==> config.mk <==
export PLATFORM = sky130hd
export DESIGN_NAME = z_pwm
export DESIGN_NICKNAME = d
export VERILOG_FILES = /design/src/rtl/z_pwm_pkg.sv /design/src/rtl/z_pwm_ramp.sv /design/src/rtl/z_pwm.sv
export SDC_FILE = /design/constraint.sdc
export NUM_CORES = 1
export LEC_CHECK = 0
export ABC_AREA = 1
export BUFFER_PORTS_ARGS = -buffer_cell sky130_fd_sc_hd__buf_4
export CORE_AREA = 5 5 68 82
export DETAILED_ROUTE_END_ITERATION = 8
export DIE_AREA = 0 0 73 87
export PLACE_DENSITY = 0.56
export SLEW_MARGIN = 15
export SYNTH_ARGS = -nofsm -noshare
export SYNTH_HDL_FRONTEND = slang
export SYNTH_SLANG_ARGS = --single-unit
==> constraint.sdc <==
create_clock -name clk -period 1.9 [get_ports clk]
set_input_delay 0.095 -clock clk [delete_from_list [all_inputs] [get_ports clk]]
set_output_delay 0.095 -clock clk [all_outputs]
set_load 0.005 [all_outputs]
==> src/rtl/z_pwm_pkg.sv <==
// ---------------------------------------------------------------------------
// z_pwm_pkg : shared levels and ramp direction encoding for the breathing PWM
// Rev 1.0
// ---------------------------------------------------------------------------
`default_nettype none

package z_pwm_pkg;

  localparam logic HIGH = 1'b1;
  localparam logic LOW  = 1'b0;

  typedef enum logic {
    DIR_UP   = 1'b0,
    DIR_DOWN = 1'b1
  } dir_e;

  // A single-frame-per-step ramp still needs a 1-bit frame register.
  function automatic int frame_w(input int fps);
    return (fps > 1) ? $clog2(fps) : 1;
  endfunction

endpackage

`default_nettype wire

==> src/rtl/z_pwm_ramp.sv <==
// ---------------------------------------------------------------------------
// z_pwm_ramp : frame counter and triangle-envelope duty/direction update
// Rev 1.0
// ---------------------------------------------------------------------------
`default_nettype none

module z_pwm_ramp
  import z_pwm_pkg::*;
#(
  parameter int CNT_W           = 8,
  parameter int PERIOD          = 200,
  parameter int STEP            = 1,
  parameter int FRAMES_PER_STEP = 4
) (
  input  logic           clk,
  input  logic           rst_n,
  input  logic           en,
  input  logic           frame_end,
  output logic [CNT_W:0] duty
);

  localparam int                 FRAME_W    = frame_w(FRAMES_PER_STEP);
  localparam logic [FRAME_W-1:0] FRAME_LAST = FRAME_W'(FRAMES_PER_STEP - 1);
  localparam logic [FRAME_W-1:0] FRAME_ONE  = FRAME_W'(1);
  localparam logic [CNT_W:0]     PERIOD_D   = (CNT_W + 1)'(PERIOD);
  localparam logic [CNT_W:0]     STEP_D     = (CNT_W + 1)'(STEP);
  localparam logic [CNT_W+1:0]   PERIOD_X   = (CNT_W + 2)'(PERIOD);
  localparam logic [CNT_W+1:0]   STEP_X     = (CNT_W + 2)'(STEP);

  logic [FRAME_W-1:0] frame_q, frame_d;
  logic [CNT_W:0]     duty_q, duty_d;
  dir_e               dir_q, dir_d;
  logic [CNT_W+1:0]   duty_up;

  always_comb begin
    frame_d = frame_q;
    duty_d  = duty_q;
    dir_d   = dir_q;
    // Extra headroom bit so duty+STEP cannot wrap before the saturation test.
    duty_up = {1'b0, duty_q} + STEP_X;
    if (en && frame_end) begin
      if (frame_q == FRAME_LAST) begin
        frame_d = '0;
        if (dir_q == DIR_UP) begin
          if (duty_up >= PERIOD_X) begin
            duty_d = PERIOD_D;
            dir_d  = DIR_DOWN;
          end else begin
            duty_d = duty_up[CNT_W:0];
          end
        end else begin
          if (duty_q <= STEP_D) begin
            duty_d = '0;
            dir_d  = DIR_UP;
          end else begin
            duty_d = duty_q - STEP_D;
          end
        end
      end else begin
        frame_d = frame_q + FRAME_ONE;
      end
    end
  end

  always_ff @(posedge clk or negedge rst_n) begin
    if (!rst_n) begin
      frame_q <= '0;
      duty_q  <= '0;
      dir_q   <= DIR_UP;
    end else begin
      frame_q <= frame_d;
      duty_q  <= duty_d;
      dir_q   <= dir_d;
    end
  end

  assign duty = duty_q;

endmodule

`default_nettype wire

==> src/rtl/z_pwm.sv <==
// ---------------------------------------------------------------------------
// z_pwm : breathing-light PWM top; period counter, duty compare, output flop
// Rev 1.0
// ---------------------------------------------------------------------------
`default_nettype none

module z_pwm
  import z_pwm_pkg::*;
#(
  parameter int CNT_W           = 8,
  parameter int PERIOD          = 200,
  parameter int STEP            = 1,
  parameter int FRAMES_PER_STEP = 4
) (
  input  logic clk,
  input  logic rst_n,
  input  logic en,
  output logic wave
);

  localparam logic [CNT_W:0] CNT_LAST = (CNT_W + 1)'(PERIOD - 1);
  localparam logic [CNT_W:0] CNT_ONE  = (CNT_W + 1)'(1);

  logic [CNT_W:0] cnt_q, cnt_d;
  logic           wave_q, wave_d;
  logic           frame_end;
  logic [CNT_W:0] duty;

  always_comb begin
    frame_end = en && (cnt_q == CNT_LAST);
    cnt_d     = cnt_q;
    if (en) begin
      cnt_d = frame_end ? '0 : cnt_q + CNT_ONE;
    end
    // Compare uses the duty that is current this cycle; a duty update on the
    // frame-end edge therefore only affects the following frame.
    wave_d = (en && (cnt_q < duty)) ? HIGH : LOW;
  end

  always_ff @(posedge clk or negedge rst_n) begin
    if (!rst_n) begin
      cnt_q  <= '0;
      wave_q <= LOW;
    end else begin
      cnt_q  <= cnt_d;
      wave_q <= wave_d;
    end
  end

  z_pwm_ramp #(
    .CNT_W          (CNT_W),
    .PERIOD         (PERIOD),
    .STEP           (STEP),
    .FRAMES_PER_STEP(FRAMES_PER_STEP)
  ) u_ramp (
    .clk      (clk),
    .rst_n    (rst_n),
    .en       (en),
    .frame_end(frame_end),
    .duty     (duty)
  );

  assign wave = wave_q;

endmodule

`default_nettype wire

# After elaboration in Yosys (flattened, before gate mapping)
# Index checks and enable logic that the tools add are counted.
dict set report classes {
  n_addsub 4
  order_cmp 3
  eq_ne 2
  muxes 9
  reduce_logical 4
}
# operator count
set ops {}
lappend ops {{9-bit two-way mux} 4}
lappend ops {{9-bit by 1-bit adder with 10-bit output, second input constant} 1}
lappend ops {{10-bit by 8-bit greater-or-equal comparator with 1-bit output, second input constant} 1}
lappend ops {{9-bit by 1-bit adder with 9-bit output, second input constant} 1}
lappend ops {{9-bit by 8-bit == test with 1-bit output, second input constant} 1}
lappend ops {{9-bit by 1-bit less-or-equal comparator with 1-bit output, second input constant} 1}
lappend ops {{9-bit < comparator} 1}
lappend ops {{9-bit by 1-bit subtractor with 9-bit output, second input constant} 1}
lappend ops {{1-bit two-way mux} 4}
lappend ops {{1-bit logical AND} 3}
lappend ops {{2-bit by 1-bit adder with 2-bit output, second input constant} 1}
lappend ops {{2-bit == test, second input constant} 1}
lappend ops {{2-bit two-way mux} 1}
lappend ops {{2-bit AND reduction} 1}
dict set report word_totals {
  regBits 22
  inputBits 3
  out_inout_bits 1
}

# Longest topological paths before layout
# Gate-level depths: netlist of the first run.
dict set report logic_depth {
  ltp_word 4
  depth_mapped 12
  mapped_depth_nobuf 11
}

# By module
# Synthesis of the first run repeated with hierarchy kept, for this count alone.
dict set report hier_totals {
  hier_cells 263
  hier_area_um2 1765.4
}
# module instances cells_each area_per_inst_um2
set by_module_without_submodules {}
lappend by_module_without_submodules {z_pwm_ramp 1 158 1029.7}
lappend by_module_without_submodules {z_pwm 1 105 735.7}

# Least setup slack after synthesis of the first run
# No wires, ideal clock.
dict set report synth_timing {
  path_kind {register -> register}
  start {register u_ramp.duty_q[0], in the netlist u_ramp.duty[0]}
  end {register u_ramp.duty_q[1], in the netlist u_ramp.duty[1]}
  setup_time_ps 121
  arrival_ps 1256
  slack_ps 523
  path_stages_with_launch 9
  period_less_slack_ps 1377
  path_cell_list {dfrtp_1 ha_1 nand2_1 o21ai_0 nand2_1 nor2_1 nand2_2 nand3_1 a21oi_1}
}
dict set report synth_between {
  elab_chain_len 4
  word_cells_on_any_way 7
  classes_between {add/sub: 2; order compare: 2; mux: 3}
}
# element line_no
set synth_lines {}
lappend synth_lines {{start, declared} z_pwm_ramp.sv:31} ;# logic [CNT_W:0] duty_q, duty_d;
lappend synth_lines {{start signal, assigned} z_pwm_ramp.sv:72} ;# duty_q <= duty_d;
lappend synth_lines {{9-bit by 1-bit adder with 10-bit output} z_pwm_ramp.sv:40} ;# duty_up = {1'b0, duty_q} + STEP_X;
lappend synth_lines {{10-bit by 8-bit greater-or-equal comparator with 1-bit output} z_pwm_ramp.sv:45} ;# if (duty_up >= PERIOD_X) begin
lappend synth_lines {{9-bit two-way mux} z_pwm_ramp.sv:45}
lappend synth_lines {{9-bit two-way mux *} z_pwm_ramp.sv:44} ;# if (dir_q == DIR_UP) begin
# Mark *: on every way between the ends. The rest lies on a longest branch, timed or not.
# A chain may end at the register's enable or synchronous reset.

# Final worst setup path of the first run
dict set report layout_timing {
  start {register u_ramp.duty_q[0], in the netlist u_ramp.duty[0]}
  end {register u_ramp.dir_q}
}
dict set report layout_between {
  elab_chain_len 4
  word_cells_on_any_way 6
  classes_between {add/sub: 1; order compare: 2; mux: 3}
}
# element line_no
set layout_lines {}
lappend layout_lines {{9-bit by 1-bit adder with 10-bit output} z_pwm_ramp.sv:40}
lappend layout_lines {{10-bit by 8-bit greater-or-equal comparator with 1-bit output} z_pwm_ramp.sv:45}
lappend layout_lines {{1-bit two-way mux} z_pwm_ramp.sv:45}
lappend layout_lines {{1-bit two-way mux *} z_pwm_ramp.sv:44}
lappend layout_lines {{end signal, assigned} z_pwm_ramp.sv:73} ;# dir_q <= dir_d;
lappend layout_lines {{end, declared} z_pwm_ramp.sv:32} ;# dir_e dir_q, dir_d;
# Marks and branches as above.

==> results of run 1 <==
-- synth_stat cells, types with 4 or more instances --
| master | number | area share |
|---|---|---|
| inv_1 | 29 | 0.061 |
| a21boi_1 | 4 | 0.017 |
| nand3_1 | 14 | 0.039 |
| nand2_1 | 77 | 0.16 |
| nand2_2 | 5 | 0.017 |
| o21ai_0 | 8 | 0.022 |
| dfrtp_1 | 22 | 0.31 |
| nor2_1 | 38 | 0.080 |
| ha_1 | 13 | 0.091 |
| nor3_1 | 4 | 0.011 |
| inv_2 | 4 | 0.0084 |
| a21oi_1 | 14 | 0.039 |
| nand4_1 | 5 | 0.017 |
| xor2_1 | 7 | 0.034 |
-- layout by cell type (no fill, tap or decap) --
cell type      instances
a31oi_1                1
xor2_1                 7
nor3_4                 1
nand4_1                5
buf_4                  5
nor3_1                 4
dfrtp_1               22
nor2_2                 1
inv_2                  4
a21boi_1               4
nand2_2                5
inv_1                 29
o211ai_1               1
o2111ai_1              1
xnor2_1                1
nor2_1                38
o21ai_0                8
nor2_8                 1
ha_1                  13
dlygate4sd3_1          1
nand2_4                1
nand3_2                1
a21oi_1               14
or2_0                  1
nand3b_4               1
nand3_1               14
clkbuf_8               4
nand2_1               77
-- worst min path at each step --
| stage | from | endpoint | cells past startpoint |
|---|---|---|---|
| 2_1_floorplan | rst_n | cnt_q[0]$_DFFE_PN0P_ | 0 |
| 3_3_place_gp | rst_n | u_ramp.duty[5]$_DFFE_PN0P_ | 1 |
| 3_5_place_dp | rst_n | u_ramp.duty[5]$_DFFE_PN0P_ | 1 |
| 4_1_cts | en | cnt_q[0]$_DFFE_PN0P_ | 2 |
| 5_1_grt | en | cnt_q[0]$_DFFE_PN0P_ | 2 |
| 6_report | en | cnt_q[0]$_DFFE_PN0P_ | 2 |
-- power by group through the flow --
stage / combinational [uW] / sequential, uW / clock [uW]
after CTS: 360 / 695 / 360
final: 352 / 693 / 346
after global routing: 417 / 710 / 386
after detailed placement: 356 / 704 / 0
after floorplan: 321 / 644 / 0
after global placement: 354 / 705 / 0
-- state kept, by name (all words and copies together), names as in the netlist --
name / count
cnt_q: 9
u_ramp.duty: 9
u_ramp.frame_q: 2
u_ramp.dir_q: 1
wave: 1
-- layout make-up --
| type | count | area (um^2) | area share |
|---|---|---|---|
| Timing Repair Buffer | 6 | 47.5 | 0.0247 |
| Inverter | 33 | 124 | 0.0645 |
| Sequential cell | 22 | 551 | 0.286 |
| Clock buffer | 4 | 55.1 | 0.0286 |
| Tap cell | 60 | 75.1 | 0.0391 |
| Multi-Input combinational cell | 200 | 1070 | 0.557 |
-- through the flow --
step	instance area (um^2)	instances	setup WS [ns]
floorplan	1790	260	0.523
global placement	1860	320	0.292
detailed placement	1860	320	0.277
CTS	1920	325	0.254
global route	1920	325	0.0404
finish	1920	325	0.263
-- logic make-up (layout without fill, tap and decap cells) --
family,Yosys count,in the layout,synth area share
XOR/XNOR,8,8,0.0392
adder cells (fa/ha/maj),13,13,0.0909
AND/OR/NAND/NOR,150,150,0.377
AO/OA/AOI/OAI,29,29,0.0909
flip-flops,22,22,0.308
buffers and inverters,38,43,0.0944
-- metal layers --
layer | part of all wire | global-route usage | vias to the layer above | wire length [um]
met5 | 0 | 0 | - | 0
met4 | 0.017 | 0.0503 | 0 | 72
met3 | 0.026 | 0.0173 | 7 | 111
met2 | 0.51 | 0.272 | 21 | 2130
met1 | 0.45 | 0.185 | 742 | 1890
li1 | - | - | 835 | -
-- worst register-to-register path: stages (launching register included) --
cell	delay [ns]
dfrtp_1	0.48
ha_1	0.25
nand3_1	0.12
nor2_1	0.17
nor2_1	0.07
inv_1	0.06
nand2_2	0.10
nand2_1	0.11
nand2_2	0.06
a21oi_1	0.13
==> impl_metrics.py, run 1 <==
metrics = {
    "run_status": {
        "status": "completed",
    },
    "final_layout": {
        "fin_util": 0.403,
        "nNetsFinal": 282,
        "fillers": 529,
        "antenna_cells": 0,
        "drive_gt1_frac": 0.0906,
        "area_growth_pct": 7.41,
    },
    "drt": {
        "wire_per_inst_um": 12.9,
        "route.detailed.drc": 0,
        "via_per_inst": 4.94,
        "drt_first_pass_iters": 4,
        "drtAntennaViolNets": 0,
        "drtIter0Drc": 131,
        "routed_wl_um": 4200,
        "via_count": 1605,
    },
    "power": {
        "p_switching_uw": 503,
        "power_frac_seq": 0.498,
        "powerDensity_nw_per_um2": 724,
        "total_power_uw": 1390,
        "power_frac_comb": 0.253,
        "leakagePower_uw": 0.00111,
        "swShare": 0.362,
        "ir_worst_vdd_mv": 0.552,
        "clkPwrFrac": 0.249,
        "p_int_uw": 888,
    },
    "grt": {
        "grt.total_usage": 0.152,
        "antenna_found_initial": 0,
        "grt_first_pass_wirelength_um": 7530,
        "grt.overflow.total": 0,
        "grt_max_degree": 23,
        "grt_pass1_vias": 1588,
    },
    "sta": {
        "clock.fmax_mhz": 611,
        "fin_crit_sh": 0.862,
        "period_needed_ns": 1.64,
        "max_slew_margin": 0.730,
        "finalSetupViolCount": 0,
        "finalHoldViolCount": 0,
        "slew_violations": 0,
        "setup_tns_ns": 0,
        "fin_worst_skew_ns": 0.00331,
        "rsz0062_at_grt": "no",
        "worst_slew_pin_slew_ns": 0.402,
        "holdWs_ns": 0.0751,
    },
    "floorplan": {
        "die_w_um": 73,
        "num_rows": 28,
        "die_area_um2": 6350,
        "initial_utilization": 0.376,
        "core_area_um2": 4760,
        "io_pins": 4,
        "die_h_um": 87,
    },
    "clocking": {
        "htree_levels": 1,
        "numCtsBuffers": 3,
        "cts_setup_buffers": 0,
        "clk_pin_slew_worst_paths_ns": 0.08,
        "clock_sinks": 22,
        "clockBufferDepth": 2,
        "cts_resized": 0,
        "holdBufCountCts": 1,
        "clk_latency_ns": 0.27,
        "cts_tree": "done",
        "cts_root_buf": "clkbuf_8",
    },
    "worst_setup_path": {
        "slowest_delay_ns": 0.48,
        "crit_required_ns": 2.09,
        "cp_cell_sequence": "ha_1, nand3_1, nor2_1, nor2_1, inv_1, nand2_2, nand2_1, nand2_2, a21oi_1",
        "path_delay_family": "simple AND/OR/NAND/NOR gates",
        "crit_path_start_kind": "register",
        "cp_max_fo": 6,
        "worstSetupEndpoint": "u_ramp.dir_q$_DFFE_PN0P_",
        "setup.worst_path.class": "reg2reg",
        "arrival_ns": 1.83,
        "worstSetupEndpointType": "register",
        "crit-reg2reg-capture": "u_ramp.dir_q$_DFFE_PN0P_",
        "cp.depth": 9,
        "crit_buf_inv": 1,
        "r2r_start": "u_ramp.duty[0]$_DFFE_PN0P_",
        "r2r_slack_ns": 0.26,
        "critPathSlowestCell": "dfrtp_1",
        "crit_start": "u_ramp.duty[0]$_DFFE_PN0P_",
        "rr_worst_depth": 9,
    },
    "place": {
        "gpl.final_weighted_congestion": 0.877,
        "io_buffers": 3,
        "hpwlAfterDp_um": 3380,
    },
    "synth": {
        "synth_warnings": 0,
        "netlist_area_um2": 1790,
        "synthArstFlopShare": 1.00,
        "avgSynthCellArea_um2": 6.88,
        "synth_edf_count": 0,
        "synth_fp_nets": 276,
        "synthFlopType": "dfrtp_1",
        "syn-instance-count": 260,
        "ys_seq_area_frac": 0.308,
        "ys_types": 27,
        "ys_ff_latch": 22,
    },
    "flow_run": {
        "maxCapViolations": 0,
    },
    "min_path": {
        "hold_path_class": "in2reg",
    },
}
Power figures use the tool's default switching activity.
==> run 2, diff against run 1 <==
- ABC_CLOCK_PERIOD_IN_PS: default -> 1900
- CORE_AREA: 5 5 68 82 -> 5 5 77 93
- DIE_AREA: 0 0 73 87 -> 0 0 82 98
- PLACE_DENSITY: 0.56 -> 0.46
==> run 2 against run 1 <==
Compared with the run above:
- design area is 0.33% higher
- sequential share of layout area about the same
- cell count is 6.8% higher
- worst setup slack worse by 0.043 ns
- clock power shrank 11%
- clock skew is 0.0049 ns higher
- register-to-register slack worse by 0.04 ns
- combinational power up 1%
- global-route usage shrank 2.2 points
- highest routed layer unchanged
==> impl_metrics.py, run 2 (same netlist as run 1, synthesis figures left out) <==
metrics = {
    "sta": {
        "fin_worst_skew_ns": 0.00825,
        "finalHoldViolCount": 0,
        "worst_slew_pin_slew_ns": 0.443,
        "rsz0062_at_grt": "no",
        "setup_tns_ns": 0,
        "fin_crit_sh": 0.884,
        "max_slew_margin": 0.703,
        "slew_violations": 0,
        "period_needed_ns": 1.68,
        "clock.fmax_mhz": 595,
        "finalSetupViolCount": 0,
    },
    "worst_setup_path": {
        "cp_max_fo": 6,
        "r2r_slack_ns": 0.22,
        "worstSetupEndpointType": "register",
        "crit_required_ns": 2.06,
        "arrival_ns": 1.84,
        "crit_path_start_kind": "register",
        "setup.worst_path.class": "reg2reg",
        "r2r_start": "u_ramp.duty[0]$_DFFE_PN0P_",
        "crit_start": "u_ramp.duty[0]$_DFFE_PN0P_",
    },
    "final_layout": {
        "fillers": 731,
        "nNetsFinal": 280,
        "final_common_cell": "nand2_1",
        "most-common-layout-cells": "77 x nand2_1, 37 x nor2_1, 29 x inv_1",
        "antenna_cells": 0,
        "area_growth_pct": 7.76,
        "final-instance-count-excl-fill": 347,
        "drive_gt1_frac": 0.0878,
    },
    "drt": {
        "route.detailed.drc": 0,
        "drtIter0Drc": 103,
        "routed_wl_um": 4670,
        "via_per_inst": 4.61,
        "drt_first_pass_iters": 5,
        "via_count": 1599,
        "wire_per_inst_um": 13.5,
        "drtAntennaViolNets": 0,
    },
    "grt": {
        "grt_use_met2": 0.217,
        "grt.overflow.total": 0,
        "grt_max_degree": 23,
        "grt_first_pass_wirelength_um": 8020,
        "grtUsageMet3": 0.0175,
        "antenna_found_initial": 0,
        "grt_pass1_vias": 1593,
        "busiest_layer": "met2",
        "use_met1": 0.171,
        "grt.total_usage": 0.130,
    },
    "place": {
        "dp_cells": 343,
        "gpl.final_weighted_congestion": 0.829,
        "hpwlAfterDp_um": 3660,
        "io_buffers": 3,
    },
    "floorplan": {
        "core_area_um2": 6250,
        "io_pins": 4,
        "die_w_um": 82,
        "num_rows": 32,
        "initial_utilization": 0.286,
        "die_area_um2": 8040,
        "die_h_um": 98,
    },
    "clocking": {
        "clk_pin_slew_worst_paths_ns": 0.09,
        "clock_sinks": 22,
        "clk_latency_ns": 0.27,
        "cts_tree": "done",
        "clockBufferDepth": 2,
        "cts_root_buf": "clkbuf_8",
        "cts_setup_buffers": 0,
        "numCtsBuffers": 3,
        "htree_levels": 1,
    },
    "power": {
        "powerDensity_nw_per_um2": 708,
        "leakagePower_uw": 0.00110,
        "ir_worst_vdd_mv": 0.367,
    },
    "min_path": {
        "hold_path_class": "in2reg",
        "worstHoldStart": "en",
    },
    "flow_run": {
        "maxCapViolations": 0,
    },
    "run_status": {
        "status": "completed",
    },
}
run 2: changes by cell type in the layout (fill, tap and decap cells not counted), sizes merged:
cell,previous run,this run
clkbuf,4,3
buf,5,3
run 2: metrics by stage:
stage	hold WS (ns)	worst slack [ns]	utilization	area [um^2]	total power, uW
6_report	0.0691	0.220	0.309	1930	1360
2_1_floorplan	-0.201	0.523	-	1790	966
3_5_place_dp	0.0155	0.220	0.300	1870	1070
5_1_grt	0.0861	0.0272	0.309	1930	1480
4_1_cts	0.0594	0.206	0.308	1920	1390
3_3_place_gp	0.0193	0.194	0.300	1870	1070
run 2: power by group:
| group | internal (uW) | switching (uW) |
|---|---|---|
| sequential | 560 | 139 |
| combinational | 141 | 215 |
| clock | 142 | 167 |
run 2: cell type report:
class | instances | area [um^2] | share of cell area
inverters | 33 | 124 | 0.0642
flip-flops and latches | 22 | 552 | 0.286
well taps | 85 | 106 | 0.0552
repair buffers | 4 | 32.5 | 0.0169
multi-input cells | 200 | 1070 | 0.556
clock buffers | 3 | 41.3 | 0.0214
run 2: critical path: stages (launching register included):
cell	delay [ns]
dfrtp_1	0.49
ha_1	0.27
nand3_1	0.12
nor2_1	0.16
nor2_1	0.07
inv_1	0.07
nand2_2	0.10
nand2_1	0.10
nand2_2	0.08
nand2_1	0.06
nand2_1	0.04
run 2: layer usage:
layer	up-vias	routed length, um
li1	831	-
met1	740	2180
met2	21	2340
met3	7	76
met4	0	75
met5	-	0
run 2: path summary, 6_finish.rpt:
check / cells after the start / endpoint
worst max-delay path: 10 / u_ramp.duty[0]$_DFFE_PN0P_
worst min-delay path: 2 / cnt_q[0]$_DFFE_PN0P_
worst max register to register: 10 / u_ramp.duty[0]$_DFFE_PN0P_
worst min register to register: 2 / u_ramp.frame_q[1]$_DFFE_PN0P_
max in group asynchronous: 2 / u_ramp.duty[2]$_DFFE_PN0P_
min in group asynchronous: 2 / u_ramp.duty[4]$_DFFE_PN0P_
run 2: repair_timing:
item / in CTS / in global routing
endpoints found under the setup margin: 0 / 2
resized for setup: 0 / 2
hold endpoints to repair: 22 / 0
hold buffers: 1 / 0
